### src/rtl/upg_load_ctrl.sv
// Mode sequencer for UART programming: RUN -> ARM -> LOAD -> FLUSH -> RUN.
// Holds the CPU in reset while loading and steers each UART word to imem or dmem by address bit 14.
module upg_load_ctrl #(
    parameter logic [19:0] DEBOUNCE  = 20'd100000,
    parameter logic [7:0]  FLUSH_CYC = 8'd16,
    parameter logic [23:0] TIMEOUT   = 24'hFFFFFF
) (
    input  logic        clock,
    input  logic        reset,
    input  logic        start_pg,
    input  logic        upg_wen_i,
    input  logic [14:0] upg_adr_i,
    input  logic [31:0] upg_dat_i,
    input  logic        upg_done_i,
    output logic        upg_rst_o,
    output logic        cpu_rst_o,
    output logic        imem_wen_o,
    output logic        dmem_wen_o,
    output logic [13:0] mem_adr_o,
    output logic [31:0] mem_dat_o,
    output logic [15:0] imem_cnt_o,
    output logic [15:0] dmem_cnt_o,
    output logic [1:0]  state_o,
    output logic        err_o
);

    typedef enum logic [1:0] {
        RUN   = 2'b00,
        ARM   = 2'b01,
        LOAD  = 2'b10,
        FLUSH = 2'b11
    } state_t;

    state_t      state, state_nxt;
    logic [19:0] deb_cnt;
    logic [23:0] idle_cnt;
    logic [7:0]  flush_cnt;
    logic        need_release;
    logic        post_reset;
    logic        fwd;
    logic        timeout_hit;

    // NOTE: every signal written here gets a default first so no path leaves it unassigned (no latch).
    always_comb begin
        state_nxt   = state;
        fwd         = 1'b0;
        timeout_hit = 1'b0;
        case (state)
            RUN: begin
                if (start_pg && !need_release && deb_cnt == DEBOUNCE - 20'd1)
                    state_nxt = ARM;
            end
            ARM: begin
                fwd = upg_wen_i;
                if (upg_done_i)
                    state_nxt = FLUSH;
                else if (upg_wen_i)
                    state_nxt = LOAD;
            end
            LOAD: begin
                fwd = upg_wen_i;
                if (upg_done_i) begin
                    state_nxt = FLUSH;
                end else if (!upg_wen_i && idle_cnt == TIMEOUT - 24'd1) begin
                    timeout_hit = 1'b1;
                    state_nxt   = FLUSH;
                end
            end
            FLUSH: begin
                if (flush_cnt == FLUSH_CYC - 8'd1)
                    state_nxt = RUN;
            end
            default: state_nxt = RUN;
        endcase
    end

    // NOTE: sequential state uses non-blocking assignments so all registers update from pre-edge values.
    always_ff @(posedge clock) begin
        if (reset) begin
            state        <= RUN;
            upg_rst_o    <= 1'b1;
            cpu_rst_o    <= 1'b1;
            imem_wen_o   <= 1'b0;
            dmem_wen_o   <= 1'b0;
            mem_adr_o    <= '0;
            mem_dat_o    <= '0;
            imem_cnt_o   <= '0;
            dmem_cnt_o   <= '0;
            err_o        <= 1'b0;
            deb_cnt      <= '0;
            idle_cnt     <= '0;
            flush_cnt    <= '0;
            need_release <= 1'b0;
            post_reset   <= 1'b1;
        end else begin
            state      <= state_nxt;
            post_reset <= 1'b0;
            // Outputs follow the next state so they change on the same edge as state_o.
            cpu_rst_o  <= post_reset || (state_nxt != RUN);
            upg_rst_o  <= (state_nxt == RUN) || (state_nxt == FLUSH);

            if (state == RUN && start_pg && !need_release && state_nxt == RUN)
                deb_cnt <= deb_cnt + 20'd1;
            else
                deb_cnt <= '0;

            // A button still held when we come back to RUN must be released before it counts again.
            if (state != RUN)
                need_release <= 1'b1;
            else if (!start_pg)
                need_release <= 1'b0;

            if (state == LOAD && !upg_wen_i)
                idle_cnt <= idle_cnt + 24'd1;
            else
                idle_cnt <= '0;

            if (state == FLUSH)
                flush_cnt <= flush_cnt + 8'd1;
            else
                flush_cnt <= '0;

            imem_wen_o <= fwd && !upg_adr_i[14];
            dmem_wen_o <= fwd && upg_adr_i[14];
            if (fwd) begin
                mem_adr_o <= upg_adr_i[13:0];
                mem_dat_o <= upg_dat_i;
            end

            if (state == RUN && state_nxt == ARM) begin
                imem_cnt_o <= '0;
                dmem_cnt_o <= '0;
                err_o      <= 1'b0;
            end else if (fwd) begin
                if (!upg_adr_i[14] && imem_cnt_o != 16'hFFFF)
                    imem_cnt_o <= imem_cnt_o + 16'd1;
                if (upg_adr_i[14] && dmem_cnt_o != 16'hFFFF)
                    dmem_cnt_o <= dmem_cnt_o + 16'd1;
            end

            if (timeout_hit)
                err_o <= 1'b1;
        end
    end

    assign state_o = state;

endmodule

### config.mk
export PLATFORM = sky130hd
export DESIGN_NAME = upg_load_ctrl
export DESIGN_NICKNAME = d
export VERILOG_FILES = /design/src/rtl/upg_load_ctrl.sv
export SDC_FILE = /design/constraint.sdc
export NUM_CORES = 1
export LEC_CHECK = 0
export ABC_AREA = 1
export BUFFER_PORTS_ARGS = -buffer_cell sky130_fd_sc_hd__buf_2
export CAP_MARGIN = 40
export CORE_MARGIN = 4
export CORE_UTILIZATION = 35
export DETAILED_ROUTE_END_ITERATION = 8
export HOLD_SLACK_MARGIN = 0.05
export PLACE_DENSITY_LB_ADDON = 0.05
export SYNTH_ARGS = -nofsm -noshare
export SYNTH_HDL_FRONTEND = slang
export SYNTH_SLANG_ARGS = --single-unit
### constraint.sdc
create_clock -name clock -period 4.3 [get_ports clock]
set_clock_uncertainty 0.05 [all_clocks]
set_input_delay 0.86 -clock clock [delete_from_list [all_inputs] [get_ports clock]]
set_output_delay 0.86 -clock clock [all_outputs]
set_load 0.01 [all_outputs]
==> results.txt <==
crit path DAT -> 2760 ps
Initial Util -> 35.8%
diode count -> 0
Peak VDD IR -> 0.250 mV
Worst setup EP type -> flop
CTS Buffer Depth -> 2
Multi-input gate area -> 3220 µm²
RSZ-0062 raised after global routing -> false
Hold Buf Count CTS -> 0
Die Width -> 144 µm
final antenna-violating net count -> 0
Synth Instances -> 934
Layout fillers -> 1938
Max H-tree Level -> 4
routed via count -> 6064
Mapped Area -> 6460 µm²
Port Buffers -> 136
EDFF count, synth -> 0
Register-to-Register Path Depth -> 13
crit-path max cell delay -> 410 ps
register area share after synthesis -> 43.1%
most frequent cells in the layout -> nor2_1 (202), nand2_1 (195), dfxtp_1 (139), buf_2 (136), inv_1 (65)
HP Class -> flop to flop
final worst-path cycle share -> 57.2%
Hold Path Depth -> 2
Cell Pwr Density -> 423 nW/µm²
Placer Congestion -> 0.832
Max Cap Viol -> 0
WS Path Type -> flop to flop
Area growth syn-to-layout -> 23.0%
first-pass GRT wire length -> 27900 µm
average via count per standard cell -> 4.63
commonest non-fill, non-tap cell in the layout -> nor2_1
Slew @ Worst Pin -> 674 ps
Root Driver -> clkbuf_16
crit path max fanout -> 29
FF+latch area -> 2780 µm²
Hold Slack -> 397 ps
largest net degree at the start of global routing -> 50
Avg Cell Area, Syn -> 6.91 µm²
initial antenna violation count -> 1
Syn Nets -> 999
die area -> 20700 µm²
postcts setup bufs -> 0
most used cell, CP -> inv_1
post_cts resized -> 0
IO Pins -> 137
vias in the first global route -> 5628
die height -> 144 µm
pre-CTS setup slack -> 1530 ps
Cell variety after synth -> 37
stages on the worst setup path -> 13
sum of negative setup slack -> 0 ps
Seq cells post-synth -> 139
Async SR Flop Fraction -> 0%
TritonCTS clock tree -> built
max-slew violations -> 0
GRT Util Overall -> 16.6%
# DRC -> 0
core footprint -> 18000 µm²
later-pin clock latency in the skew report -> 420 ps
share of layout cells above drive strength 1 -> 19.2%
CTS Buf Count -> 17
CP Launch Type -> flop
row cnt -> 49
clock sinks -> 139
dominant synthesized flop cell -> dfxtp_1
total routed wirelength -> 16900 µm
WP data required -> 4600 ps
Worst Path Buf+Inv -> 4
total gr overflow -> 0
Max Clk Rate -> 406 MHz
Period minus WS final -> 2460 ps
Ys Warns -> 0
post-DP HPWL -> 12400 µm
drt pass-1 iters -> 4
status -> complete, no violations
Final nets -> 1133
DR WL/cell -> 12.9 µm
sequence of cells on the critical path -> inv_1 -> ha_1 -> inv_1 -> o21ai_0 -> nor2_1 -> nand2_1 -> nand2_1 -> inv_1 -> ha_1 -> a21oi_2 -> inv_2 -> o21bai_1 -> nor2_1
clock slew at reported path FFs -> 60 ps
final critical-path setup slack -> 1840 ps
total leakage power -> 0.00312 µW
Final Hold Vio Count -> 0
CP max stage cell -> dfxtp_1
slew margin rel. -> 55.0%
final setup vio count -> 0
CP delay by family, top -> compound AO/OA/AOI/OAI gates
Detailed Route Iter0 Violations -> 233
## synth_stat cells (2+ instances only)
master,n,area share [%]
o21ai_0,45,3.5
buf_6,3,0.52
nand2_1,195,11
nand3_2,2,0.31
nand2_2,2,0.19
dfxtp_1,139,43
o21ai_1,26,2.0
buf_1,2,0.12
nand3_1,52,4.0
o21bai_1,4,0.47
nor3b_1,3,0.35
nand4_1,14,1.4
xor2_1,10,1.4
buf_2,7,0.54
inv_2,17,0.99
a21oi_1,61,4.7
nand2_4,2,0.35
nor3_1,24,1.9
clkinv_1,2,0.12
ha_1,13,2.5
or2_2,2,0.19
inv_1,65,3.8
nor2_2,5,0.48
xnor2_1,11,1.5
nor2_1,202,12
or2_0,2,0.19
nand3b_1,2,0.23
clkbuf_1,13,0.76
## cells by family after synthesis
kind of cell             share of synthesized area, %
buffers and inverters                            7.05
AO/OA/AOI/OAI                                    11.1
flip-flops                                       43.1
adder cells (fa/ha/maj)                          2.52
AND/OR/NAND/NOR                                  33.4
XOR/XNOR                                         2.85
## state kept, by name, indices dropped and copies added (netlist names)
| register | flops |
|---|---|
| err_o | 1 |
| flush_cnt | 8 |
| need_release | 1 |
| upg_rst_o | 1 |
| cpu_rst_o | 1 |
| deb_cnt | 20 |
| dmem_cnt_o | 16 |
| state_o | 2 |
| post_reset | 1 |
| imem_cnt_o | 16 |
| imem_wen_o | 1 |
| idle_cnt | 24 |
| mem_adr_o | 14 |
| dmem_wen_o | 1 |
| mem_dat_o | 32 |
## per-layer routing
metal / GRT usage, % / part of all wire [%] / up-vias
li1: - / - / 3276
met1: 22.2 / 49 / 2668
met2: 26.0 / 45 / 106
met3: 5.06 / 5.6 / 12
met4: 4.46 / 0.94 / 2
met5: 0 / 0.041 / -
## report_power, final
group	leakage, µW	switching, µW	internal [µW]	total [µW]
combinational	0.00170	269	150	419
sequential	0.00112	41.0	1360	1400
clock	0.000295	599	940	1540
total	0.00312	909	2450	3360
## stage by stage
stage          power (µW)  instances  cell area [µm²]  util [%]
2_1_floorplan        1700        934             6460         -
3_3_place_gp         1860       1278             7320      40.6
3_5_place_dp         1860       1278             7320      40.6
4_1_cts              3420       1310             7940      44.1
5_1_grt              3530       1310             7940      44.1
6_report             3360       1310             7940      44.1
## path summary, 6_finish.rpt
check	start	end	slack, ps
max reg2reg	state_o[0]	dmem_cnt_o[1]	1840
min reg2reg	post_reset	cpu_rst_o	400
max	state_o[0]	dmem_cnt_o[1]	1840
min	post_reset	cpu_rst_o	400
## tightest hold or removal path, stage by stage, from the launching register on
cell and delay [ps]:
dfxtp_1 300, nor2_1 60, nand2_1 60
## cell type report
cell class                      instances  area share, %
Sequential cell                       139           35.0
Timing Repair Buffer                  141           9.04
Inverter                               84           3.97
Clock inverter                         14           2.30
Multi-Input combinational cell        685           40.5
Tap cell                              229           3.61
Clock buffer                           18           5.53
Note: power is estimated with default switching activity, not from simulation.
